`config.mk`:
```
export PLATFORM = sky130hd
export DESIGN_NAME = baser_257b_transcoder_flat
export DESIGN_NICKNAME = d
export VERILOG_FILES = /design/src/rtl/baser_257b_transcoder_if.sv /design/src/rtl/baser_257b_transcoder.sv /design/src/flat_wrapper.sv
export SDC_FILE = /design/constraint.sdc
export NUM_CORES = 1
export LEC_CHECK = 0
export CORE_MARGIN = 8
export CORE_UTILIZATION = 50
export CTS_CLUSTER_SIZE = 8
export DETAILED_ROUTE_END_ITERATION = 8
export HOLD_SLACK_MARGIN = 0.03
export PLACE_DENSITY = 0.79
export SLEW_MARGIN = 25
export SYNTH_ARGS = -nofsm -noshare
export SYNTH_HDL_FRONTEND = slang
export SYNTH_SLANG_ARGS = --single-unit
```
`constraint.sdc`:
```
create_clock -name clk -period 2.9 [get_ports clk]
set_clock_uncertainty 0.15 [all_clocks]
set_input_delay 0.58 -clock clk [delete_from_list [all_inputs] [get_ports clk]]
set_output_delay 0.58 -clock clk [all_outputs]
set_load 0.01 [all_outputs]
```
`src/rtl/baser_257b_transcoder_if.sv`:
```
// Block-stream interface for the 257b transcoder: 66b blocks in, 257b transcoded blocks out.
// The master modport belongs to the PCS encoder side; the slave modport belongs to the transcoder.
interface baser_257b_transcoder_if #(
    parameter int FRAME_WIDTH = 66,
    parameter int TC_WIDTH    = 257
);
    logic                   i_valid;
    logic [FRAME_WIDTH-1:0] i_tx_coded;
    logic                   o_valid;
    logic [TC_WIDTH-1:0]    o_tx_xcoded;

    modport master (
        output i_valid,
        output i_tx_coded,
        input  o_valid,
        input  o_tx_xcoded
    );

    modport slave (
        input  i_valid,
        input  i_tx_coded,
        output o_valid,
        output o_tx_xcoded
    );
endinterface

```
`src/rtl/baser_257b_transcoder.sv`:
```
// Transmit-side 64b/66b to 256b/257b transcoder with block, control and invalid-group statistics.
// Four accepted 66b blocks are folded into one 257b block that is registered on the following edge.
module baser_257b_transcoder #(
    parameter int DATA_WIDTH        = 64,
    parameter int HDR_WIDTH         = 2,
    parameter int FRAME_WIDTH       = DATA_WIDTH + HDR_WIDTH,
    parameter int TRANSCODER_BLOCKS = 4,
    parameter int TC_WIDTH          = TRANSCODER_BLOCKS * DATA_WIDTH + 1,
    parameter int COUNT_WIDTH       = 32
) (
    input  logic                       clk,
    input  logic                       i_rst,
    baser_257b_transcoder_if.slave     bus,
    output logic [COUNT_WIDTH-1:0]     o_block_count,
    output logic [COUNT_WIDTH-1:0]     o_ctrl_count,
    output logic [COUNT_WIDTH-1:0]     o_inv_count
);
    localparam int CAT_WIDTH = TRANSCODER_BLOCKS * DATA_WIDTH;

    logic [1:0]             idx_q, idx_d;
    logic [FRAME_WIDTH-1:0] slot_q [TRANSCODER_BLOCKS-1];
    logic [FRAME_WIDTH-1:0] slot_d [TRANSCODER_BLOCKS-1];
    logic [TC_WIDTH-1:0]    xcoded_q, xcoded_d;
    logic                   valid_q, valid_d;
    logic [COUNT_WIDTH-1:0] block_count_q, block_count_d;
    logic [COUNT_WIDTH-1:0] ctrl_count_q, ctrl_count_d;
    logic [COUNT_WIDTH-1:0] inv_count_q, inv_count_d;

    logic [FRAME_WIDTH-1:0]       frames [TRANSCODER_BLOCKS];
    logic [CAT_WIDTH-1:0]         data_cat;
    logic [TC_WIDTH-1:0]          ctrl_packed;
    logic [TC_WIDTH-1:0]          built;
    logic [TRANSCODER_BLOCKS-1:0] data_flags;
    logic                         any_ctrl;
    logic                         any_inv;
    logic                         first_seen;
    logic [8:0]                   pos;
    logic [HDR_WIDTH-1:0]         hdr;

    // Slot 3 is never stored: the group is built from the three captured slots plus the live input.
    always_comb begin
        data_cat    = '0;
        ctrl_packed = '0;
        data_flags  = '0;
        any_ctrl    = 1'b0;
        any_inv     = 1'b0;
        first_seen  = 1'b0;
        pos         = 9'd5;
        hdr         = '0;
        built       = '0;
        for (int k = 0; k < TRANSCODER_BLOCKS - 1; k++) begin
            frames[k] = slot_q[k];
        end
        frames[TRANSCODER_BLOCKS-1] = bus.i_tx_coded;

        for (int k = 0; k < TRANSCODER_BLOCKS; k++) begin
            hdr = frames[k][FRAME_WIDTH-1 -: HDR_WIDTH];
            data_flags[k] = (hdr == 2'b01);
            if (hdr == 2'b10) begin
                any_ctrl = 1'b1;
            end else if (hdr != 2'b01) begin
                any_inv = 1'b1;
            end
            data_cat[k*DATA_WIDTH +: DATA_WIDTH] = frames[k][DATA_WIDTH-1:0];
        end

        // The first control block drops payload[7:4]; its type nibble stays lowest in its 60-bit field.
        for (int k = 0; k < TRANSCODER_BLOCKS; k++) begin
            if (!first_seen && frames[k][FRAME_WIDTH-1 -: HDR_WIDTH] == 2'b10) begin
                ctrl_packed = ctrl_packed |
                    (TC_WIDTH'({frames[k][DATA_WIDTH-1:8], frames[k][3:0]}) << pos);
                pos        = pos + 9'd60;
                first_seen = 1'b1;
            end else begin
                ctrl_packed = ctrl_packed | (TC_WIDTH'(frames[k][DATA_WIDTH-1:0]) << pos);
                pos         = pos + 9'd64;
            end
        end

        if (any_inv) begin
            built = {data_cat[CAT_WIDTH-5:0], 4'b1111, 1'b0};
        end else if (any_ctrl) begin
            built      = ctrl_packed;
            built[4:1] = data_flags;
            built[0]   = 1'b0;
        end else begin
            built = {data_cat, 1'b1};
        end
    end

    always_comb begin
        idx_d         = idx_q;
        slot_d        = slot_q;
        xcoded_d      = xcoded_q;
        valid_d       = 1'b0;
        block_count_d = block_count_q;
        ctrl_count_d  = ctrl_count_q;
        inv_count_d   = inv_count_q;
        if (bus.i_valid) begin
            idx_d = idx_q + 2'd1;
            if (idx_q != 2'd3) begin
                slot_d[idx_q] = bus.i_tx_coded;
            end else begin
                valid_d       = 1'b1;
                xcoded_d      = built;
                block_count_d = block_count_q + COUNT_WIDTH'(1);
                if (any_inv) begin
                    inv_count_d = inv_count_q + COUNT_WIDTH'(1);
                end else if (any_ctrl) begin
                    ctrl_count_d = ctrl_count_q + COUNT_WIDTH'(1);
                end
            end
        end
    end

    always_ff @(posedge clk) begin
        if (i_rst) begin
            idx_q         <= '0;
            for (int k = 0; k < TRANSCODER_BLOCKS - 1; k++) begin
                slot_q[k] <= '0;
            end
            xcoded_q      <= '0;
            valid_q       <= 1'b0;
            block_count_q <= '0;
            ctrl_count_q  <= '0;
            inv_count_q   <= '0;
        end else begin
            idx_q         <= idx_d;
            slot_q        <= slot_d;
            xcoded_q      <= xcoded_d;
            valid_q       <= valid_d;
            block_count_q <= block_count_d;
            ctrl_count_q  <= ctrl_count_d;
            inv_count_q   <= inv_count_d;
        end
    end

    assign bus.o_valid     = valid_q;
    assign bus.o_tx_xcoded = xcoded_q;
    assign o_block_count   = block_count_q;
    assign o_ctrl_count    = ctrl_count_q;
    assign o_inv_count     = inv_count_q;
endmodule

```
`src/flat_wrapper.sv`:
```
// flat-port wrapper written by rule: the top's interface ports become plain ports
module baser_257b_transcoder_flat 
#(
    parameter int DATA_WIDTH        = 64,
    parameter int HDR_WIDTH         = 2,
    parameter int FRAME_WIDTH       = DATA_WIDTH + HDR_WIDTH,
    parameter int TRANSCODER_BLOCKS = 4,
    parameter int TC_WIDTH          = TRANSCODER_BLOCKS * DATA_WIDTH + 1,
    parameter int COUNT_WIDTH       = 32
)
  (clk, i_rst, o_block_count, o_ctrl_count, o_inv_count, bus_i_valid, bus_i_tx_coded, bus_o_valid, bus_o_tx_xcoded);
  baser_257b_transcoder_if #(.FRAME_WIDTH(FRAME_WIDTH), .TC_WIDTH(TC_WIDTH)) bus_i ();
  input  logic clk;
  input  logic i_rst;
  output logic [COUNT_WIDTH-1:0] o_block_count;
  output logic [COUNT_WIDTH-1:0] o_ctrl_count;
  output logic [COUNT_WIDTH-1:0] o_inv_count;
  input wire logic [$bits(bus_i.i_valid)-1:0] bus_i_valid;
  input wire logic [$bits(bus_i.i_tx_coded)-1:0] bus_i_tx_coded;
  output wire logic [$bits(bus_i.o_valid)-1:0] bus_o_valid;
  output wire logic [$bits(bus_i.o_tx_xcoded)-1:0] bus_o_tx_xcoded;
  assign bus_i.i_valid = bus_i_valid;
  assign bus_i.i_tx_coded = bus_i_tx_coded;
  assign bus_o_valid = bus_i.o_valid;
  assign bus_o_tx_xcoded = bus_i.o_tx_xcoded;
  baser_257b_transcoder #(.DATA_WIDTH(DATA_WIDTH), .HDR_WIDTH(HDR_WIDTH), .FRAME_WIDTH(FRAME_WIDTH), .TRANSCODER_BLOCKS(TRANSCODER_BLOCKS), .TC_WIDTH(TC_WIDTH), .COUNT_WIDTH(COUNT_WIDTH)) u_core (.clk(clk), .i_rst(i_rst), .bus(bus_i), .o_block_count(o_block_count), .o_ctrl_count(o_ctrl_count), .o_inv_count(o_inv_count));
endmodule
```
# ---- Word level (Yosys, flattened, before mapping)
# Cells that the tools add are included.
# Widths: inputs -> output; s select.
dict set report totals {
  out_inout_bits 354
  word_cells 87
  in_bits 69
  register_bits 554
}
dict set report classes {
  n_reduce_logical 12
  eq_ne 13
  n_shift 6
  order_cmp 2
  muxes 27
  n_addsub 8
  bitwise_logic 10
}
# op count
set op_table {}
lappend op_table {{$mux 257} 5}
lappend op_table {{$or 257x257->257} 4}
lappend op_table {{$or 69x257->257} 2}
lappend op_table {{$shl 60x9->257} 2}
lappend op_table {{$shl 64x9->257} 2}
lappend op_table {{$shl 60x7->257} 1}
lappend op_table {{$shl 64x7->257} 1}
lappend op_table {{$bwmux 198} 1}
lappend op_table {{$demux 66 s2} 1}
lappend op_table {{$add 32x1->32 const B} 3}
lappend op_table {{$mux 69} 1}
lappend op_table {{$mux 66} 1}
lappend op_table {{$mux 9} 2}
lappend op_table {{$mux 1} 15}
lappend op_table {{$add 9x6->9 const B} 1}
lappend op_table {{$add 9x7->9 const B} 1}
lappend op_table {{$add 7x6->8 const B} 1}
lappend op_table {{$add 7x7->8 const B} 1}
lappend op_table {{$eq 2x1->1 const B} 4}
lappend op_table {{$eq 2x2->1 const B} 4}
lappend op_table {{$ne 2x1->1 const B} 4}
lappend op_table {{$logic_and 1x1->1} 4}
lappend op_table {{$reduce_and 2->1} 2}
lappend op_table {{$reduce_and 4->1} 1}
lappend op_table {{other kinds (10)} 14}

# ---- Depth between registers and ports, before layout
# Gate-level depths: netlist of the first run.
dict set report logic_depth {
  word_depth 13
  mapped_depth 10
  mapped_depth_nobuf 7
}

# ---- Worst setup path before layout of the first run
# OpenSTA, ideal clock, no wires.
dict set report synth_timing {
  path_kind {input -> register}
  start {input bus_i_tx_coded[65]}
  end {register u_core.xcoded_q[55] (netlist: u_core.bus.o_tx_xcoded[55])}
  t_required_ns 2.659
  stages 8
  path_buffers 3
  setup_time_ns 0.091
  arrival_ns 2.320
  setup_slack_ns 0.339
  path_cell_list {buf_2 -> xnor2_1 -> or4_4 -> nor2_1 -> buf_2 -> buf_2 -> nand2_1 -> a311oi_1}
}
dict set report synth_between {
  elab_chain_cells 5
  elab_cells_between_ends 9
}
# item line
set synth_rtl {}
lappend synth_rtl {{start: declaration} flat_wrapper.sv:19} ;# input wire logic [$bits(bus_i.i_tx_coded)-1:0] bus_i_tx_coded;
lappend synth_rtl {{$eq 2x2->1} {baser_257b_transcoder.sv:59, baser_257b_transcoder.sv:69}}
lappend synth_rtl {{$logic_and 1x1->1} baser_257b_transcoder.sv:69} ;# if (!first_seen && frames[k][FRAME_WIDTH-1 -: HDR_WIDTH] == 2'b10) begin
lappend synth_rtl {{$mux 257} baser_257b_transcoder.sv:69}
lappend synth_rtl {{$mux 257} baser_257b_transcoder.sv:82} ;# end else if (any_ctrl) begin
lappend synth_rtl {{$mux 257 *} baser_257b_transcoder.sv:80} ;# if (any_inv) begin
lappend synth_rtl {{end signal: assignment} baser_257b_transcoder.sv:130} ;# xcoded_q <= xcoded_d;
lappend synth_rtl {{end: declaration} baser_257b_transcoder.sv:23} ;# logic [TC_WIDTH-1:0] xcoded_q, xcoded_d;
# Mark *: on every way between the ends. The rest lies on a longest branch, timed or not.
# A chain may end at the register's enable or synchronous reset.

# ---- Final worst setup path of the first run
dict set report layout_timing {
  start {register u_core.slot_q (netlist bit u_core.frames[262])}
  end {register u_core.xcoded_q[197] (netlist: u_core.bus.o_tx_xcoded[197])}
}
dict set report layout_between {
  elab_chain_cells 13
  elab_cells_between_ends 46
}
# item line
set layout_rtl {}
lappend layout_rtl {{start: declaration} baser_257b_transcoder.sv:21} ;# logic [FRAME_WIDTH-1:0] slot_q [TRANSCODER_BLOCKS-1];
lappend layout_rtl {{start signal: assignment} baser_257b_transcoder.sv:129} ;# slot_q <= slot_d;
lappend layout_rtl {{parallel branches: the longest is 12 deep, another holds $add 9x7->9} -}
lappend layout_rtl {{$mux 257 *} baser_257b_transcoder.sv:80}
# Every way passes the cells marked *.

==> summary.md, run 1 <==
| Metric | Value |
|---|---|
| Status | `complete, but fails checks` |
| Failing checks | `slew limit` |
| WL/cell | `22.5 um` |
| Vias in the first global route | `22600` |
| Synthesized flop and latch total | `between 500 and 600` |
| Slew Limit Fails | `40` |
| Number of synthesized flops with an enable pin | `0` |
| Antenna violations before repair | `3` |
| Crit Path Category | `register to register` |
| CTS tree | `yes` |
| Starting DRT DRC Count | `2698` |
| Worst slew pin tran | `4.28 ns` |
| Placed Area | `28700 um^2` |
| Slew headroom | `-1.87` |
| CTS clk-pin slew, worst paths | `0.05 ns` |
| Period Utilization, post-route | `0.930` |
| Share of cells above drive strength 1 | `0.0758` |
| Origin of the critical flop-to-flop path | `u_core.frames[262]` |
| Comb pwr share | `0.082` |
| R2r setup slk | `0.20 ns` |
| Hold Path Origin | `i_rst` |
| First-pass GRT wire length | `130000 um` |
| Yosys Warn Count | `0` |
| Die H | `233 um` |
| Starting Density | `0.505` |
| CP max FO | `6` |
| Postcts setup bufs | `0` |
| Sequential power share | `0.454` |
| GRT Overall Usage | `0.299` |
| Row cnt | `79` |
| Ports | `423` |
| Max Root-Sink Buffers | `3` |
| Clk sinks | `between 500 and 600` |
| Max H-tree Level | `3` |
| Finished Layout Cells | `3791` |
| Syn_area_per_cell | `roughly 8.4 um^2` |
| Root Buffer Master | `clkbuf_16` |
| Hold Vio Cnt, Final | `0` |
| Core box area | `46500 um^2` |
| DR vias | `approximately 24000` |
| Number of routed nets with antenna violations | `0` |
| Internal | `13300 uW` |
| Final setup viols | `0` |
| Worst R2R End | `u_core.bus.o_tx_xcoded[197]` |
| Nets@finish | `roughly 3300` |
| Residual DRC | `0` |
| Clock Power Share | `0.464` |
| Pre-antenna DRT Iters | `6` |
| Crit path launch | `u_core.frames[262]` |
| P per Cell Area | `~570 nW/um^2` |
| RSZ-0062 raised after global routing | `no` |
| Async SR Flop Fraction | `0` |
| Ys flop type | `dfxtp_1` |
| Largest net degree at the start of global routing | `122` |
| WHS Endpoint | `u_core.o_ctrl_count[1]` |
| Max cap viols | `0` |
| Maximum vdd drop | `0.413 mV` |
| WP data required | `3.20 ns` |
| DP HPWL | `between 50000 and 60000 um` |
| Mapped Cells | `2804` |
| CP Capture Type | `register` |
| Hold Path Stages | `2` |
| Switch share | `0.247` |
| Routed Wire Length | `roughly 85000 um` |
| Synth area leader | `dfxtp_1` |
| Crit path launch type | `register` |
| Synth cell types | `59` |
| Syn Std Cell Area | `between 20000 and 25000 um^2` |
| Sequential fraction of the synthesis area | `0.473` |
| Placed Cells | `3697` |
| R2R depth | `7` |
| Area share of the largest cell type after synthesis | `0.473` |
| Die area | `54100 um^2` |
| Final Cell Area | `30800 um^2` |
| Die width | `~230 um` |
| Grt total ovfl | `0` |
| Area Growth Syn to Fin | `31.6%` |
| Hold Crit Class | `input port to register` |
| Via density per instance | `6.21` |
| GPL Wtd Cong | `0.891` |
| Most area-consuming cells after synthesis | `dfxtp_1, nand2_1, a21oi_1` |
| Switch Pwr | `4360 uW` |
| Leak pwr | `0.0101 uW` |
| CP arrival | `roughly 3.0 ns` |
| CTS Hold Bufs | `0` |
| Fmax | `between 300 and 400 MHz` |
| Port bufs | `422` |
| Insertion delay to the later sink of the worst-skew pair | `roughly 0.60 ns` |
| TritonCTS buffer count | `79` |
| Final min period | `around 2.7 ns` |
| PostCTS Resize Cnt | `0` |
-- metal layers --
| layer | share of wire | vias to the layer above | track usage |
|---|---|---|---|
| li1 | - | 10700 | - |
| met1 | 0.39 | 11300 | 0.375 |
| met2 | 0.47 | 1320 | 0.484 |
| met3 | 0.097 | 234 | 0.0678 |
| met4 | 0.044 | 0 | 0.144 |
| met5 | 0 | - | 0 |
-- power groups by stage --
stage / Clock [uW] / Sequential [uW] / Combinational, uW
final: 8200 / 8010 / 1450
after CTS: 8260 / 8000 / 1400
after global routing: 8610 / 8010 / 1550
after floorplan: 0 / 8110 / 735
after detailed placement: 0 / 8140 / 1390
after global placement: 0 / 8140 / 1360
-- worst max-delay path by stage --
stage | slack, ns | cells after the start | to
floorplan | 0.34 | 8 | u_core.bus.o_tx_xcoded[55]
global placement | -0.11 | 9 | u_core.o_ctrl_count[16]
detailed placement | -0.14 | 7 | u_core.bus.o_tx_xcoded[164]
CTS | 0.25 | 7 | u_core.bus.o_tx_xcoded[164]
global route | 0.09 | 7 | u_core.o_ctrl_count[8]
finish | 0.20 | 7 | u_core.bus.o_tx_xcoded[197]
-- critical path, stage by stage, from the launching register on --
cell      delay, ns
dfxtp_1        0.37
inv_1          0.06
ha_1           0.29
buf_4          0.20
nor3_1         0.56
mux2_2         0.43
a221oi_1       0.37
a211oi_1       0.13
-- synthesized netlist by cell type (all sizes together) (7+ instances only) --
cell type,instances
and2,39
o22ai,28
mux2i,59
a221oi,28
nand3,51
a31oi,7
nor2,238
nor3b,9
a311oi,70
and4,14
mux2,14
a31o,8
o31ai,28
inv,56
or3,8
o2bb2ai,23
o21ai,21
nor3,16
clkbuf,208
ha,11
xor2,19
or4,26
nor2b,9
nand2,570
and3,45
nor4,16
nand4,33
xnor2,32
a21oi,253
a22oi,81
a211oi,94
o32ai,62
buf,32
dfxtp,554
-- state kept, by name, indices dropped and copies added (netlist names) --
register / cells
u_core.idx_q: 2
u_core.data_cat: 192
u_core.frames: 6
u_core.bus.o_tx_xcoded: 257
u_core.o_block_count: 32
u_core.bus.o_valid: 1
u_core.o_ctrl_count: 32
u_core.o_inv_count: 32
-- area by class of cell --
| type | instances | area (um^2) |
|---|---|---|
| Sequential cell | 554 | 11100 |
| Fill cell | 3711 | 15600 |
| Inverter | 56 | 210 |
| Clock inverter | 6 | 86.3 |
| Antenna cell | 4 | 10.0 |
| Multi-Input combinational cell | 1956 | 11300 |
| Tap cell | 607 | 759 |
| Clock buffer | 84 | 2040 |
| Timing Repair Buffer | 524 | 5400 |
-- cells in the final DEF, fill, tap and decap left out, types with 70 or more instances in the layout --
cell	Yosys	layout
clkbuf_16	0	81
dfxtp_1	554	554
a311oi_1	70	70
a211oi_1	94	93
nand2_1	570	563
clkdlybuf4s50_1	0	421
a22oi_1	81	81
nor2_1	236	234
buf_4	1	70
a21oi_1	253	253
-- cell families after synthesis --
group / Yosys count / share of synthesized area
XOR/XNOR: 51 / 0.0191
flip-flops: 554 / 0.473
AO/OA/AOI/OAI: 729 / 0.214
other: 2 / 0.000320
buffers and inverters: 296 / 0.0505
AND/OR/NAND/NOR: 1088 / 0.205
multiplexers: 73 / 0.0319
adder cells (fa/ha/maj): 11 / 0.00587
-- through the flow --
step	total power [uW]	hold WS (ns)	TNS, ns	utilization	setup slack (ns)
finish	17700	0.200	0	0.664	0.203
global placement	9490	0.295	-6.82	0.618	-0.112
floorplan	8840	0.295	0	-	0.339
detailed placement	9530	0.310	-10.66	0.618	-0.145
CTS	17700	0.168	0	0.664	0.254
global route	18200	0.190	0	0.664	0.0912
Power figures use the tool's default switching activity.
==> inputs of run 2 (changes only) <==
Settings changed: MAX_ROUTING_LAYER from default to met4.
==> run 2 against run 1 <==
The flow still finishes with violations (slew limit). Maximum frequency shrank 2.2%. Sequential cell count is the same. Cell area down 0.37%. Sequential power about the same. Register-to-register slack got worse by 0.06 ns. Count of clock-buffer cells in the layout fell by 3. Critical path depth did not move. Global-route usage up 0.83 points. Core utilization decreased by 0.24 points. Largest cell class unchanged. Highest routed layer unchanged.
==> summary.md, run 2 (synthesis gave the netlist of run 1 again) <==
| Metric | Value |
|---|---|
| Nets@finish | `3245` |
| WP data required | `approximately 3.2 ns` |
| Die H | `233 um` |
| Slew Limit Fails | `40` |
| PostCTS Resize Cnt | `0` |
| Die width | `233 um` |
| Final setup viols | `0` |
| Antenna violations before repair | `2` |
| Worst slew pin tran | `4.15 ns` |
| Residual DRC | `0` |
| Routed Wire Length | `85500 um` |
| Grt total ovfl | `0` |
| Area Growth Syn to Fin | `31.1%` |
| Final Core Density | `0.662` |
| GRT Overall Usage | `0.308` |
| Status | `complete, but fails checks` |
| Crit path launch type | `register` |
| Share of cells above drive strength 1 | `0.0741` |
| DP HPWL | `57900 um` |
| Row cnt | `79` |
| CTS Hold Bufs | `0` |
| Slew headroom | `-1.78` |
| CP Capture Type | `register` |
| CTS clk-pin slew, worst paths | `0.05 ns` |
| Max Root-Sink Buffers | `3` |
| Finished Layout Cells | `~3800` |
| Starting Density | `0.505` |
| Hold Vio Cnt, Final | `0` |
| Commonest non-fill, non-tap cell in the layout | `nand2_1` |
| Vias in the first global route | `22700` |
| Fmax | `363 MHz` |
| Switch Pwr | `4340 uW` |
| P per Cell Area | `572 nW/um^2` |
| Pre-antenna DRT Iters | `6` |
| Sequential power share | `0.456` |
| Period Utilization, post-route | `0.950` |
| DR vias | `23500` |
| GPL Wtd Cong | `0.902` |
| CTS tree | `yes` |
| Max cap viols | `0` |
| Port bufs | `422` |
| Max reg flops | `257` |
| Leak pwr | `0.0101 uW` |
| CP arrival | `around 3 ns` |
| Most frequent cells in the layout | `nand2_1, dfxtp_1, clkdlybuf4s50_1, a21oi_1, nor2_1` |
| Clk sinks | `approximately 550` |
| Placed Area | `28600 um^2` |
| Failing checks | `slew limit` |
| Insertion delay to the later sink of the worst-skew pair | `0.59 ns` |
| Starting DRT DRC Count | `2878` |
| Comb pwr share | `0.082` |
| Maximum vdd drop | `roughly 0.43 mV` |
| Final Cell Area | `just over 30000 um^2` |
| Internal | `13200 uW` |
| Clock Power Share | `0.463` |
| Ports | `423` |
| RSZ-0062 raised after global routing | `no` |
| Die area | `~54000 um^2` |
| WL/cell | `22.6 um` |
| Crit Path Category | `register to register` |
| Root Buffer Master | `clkbuf_16` |
| Final TNS setup | `0 ns` |
| Core box area | `46500 um^2` |
| CP max FO | `6` |
| PnR worst setup slack | `0.144 ns` |
| Via density per instance | `6.22` |
| Max H-tree Level | `3` |
| Switch share | `0.247` |
| Hold Crit Class | `input port to register` |
| First-pass GRT wire length | `130000 um` |
| Largest net degree at the start of global routing | `184` |
| Placed Cells | `approximately 3700` |
| DP Worst Slack | `-0.274 ns` |
| Postcts setup bufs | `0` |
| Final min period | `roughly 2.8 ns` |
| TritonCTS buffer count | `between 70 and 80` |
| Number of routed nets with antenna violations | `0` |
| R2r setup slk | `0.14 ns` |
-- run 2: per-stage QoR --
| step | total power (uW) | hold WS [ns] |
|---|---|---|
| global route | 18100 | 0.242 |
| finish | 17600 | 0.234 |
| global placement | 9490 | 0.299 |
| CTS | 17600 | 0.201 |
| detailed placement | 9520 | 0.304 |
| floorplan | 8840 | 0.295 |
-- run 2: final timing paths --
| check | end | start | cells past startpoint |
|---|---|---|---|
| setup / recovery | u_core.bus.o_tx_xcoded[200] | u_core.frames[262] | 7 |
| hold / removal | u_core.o_inv_count[16] | i_rst | 2 |
| setup reg to reg | u_core.bus.o_tx_xcoded[200] | u_core.frames[262] | 7 |
| hold reg to reg | u_core.bus.o_tx_xcoded[0] | u_core.bus.o_tx_xcoded[0] | 2 |
-- run 2: worst max-delay path: stages (launching register included) --
cell and delay [ns]:
dfxtp_1 0.36, inv_1 0.06, ha_1 0.28, buf_4 0.20, nor3_1 0.63, mux2_2 0.43, a221oi_1 0.37, a211oi_1 0.13
-- run 2: area by class of cell --
type | instances | area, um^2
Fill cell | 3703 | 15700
Timing Repair Buffer | 518 | 5310
Multi-Input combinational cell | 1956 | 11300
Clock inverter | 7 | 90.1
Sequential cell | 554 | 11100
Antenna cell | 3 | 7.51
Tap cell | 607 | 759
Clock buffer | 81 | 2010
Inverter | 56 | 210
-- run 2: power groups by stage --
stage / registers [uW] / clock network, uW / logic [uW]
after floorplan: 8110 / 0 / 735
after global placement: 8140 / 0 / 1350
after detailed placement: 8140 / 0 / 1380
after CTS: 8000 / 8200 / 1390
after global routing: 8010 / 8510 / 1540
final: 8010 / 8130 / 1430
-- run 2: layer usage --
metal  wire (um)  GRT usage
met1       33900      0.379
met2       39500      0.478
met3        8100     0.0611
met4        4060      0.156
met5           0          -
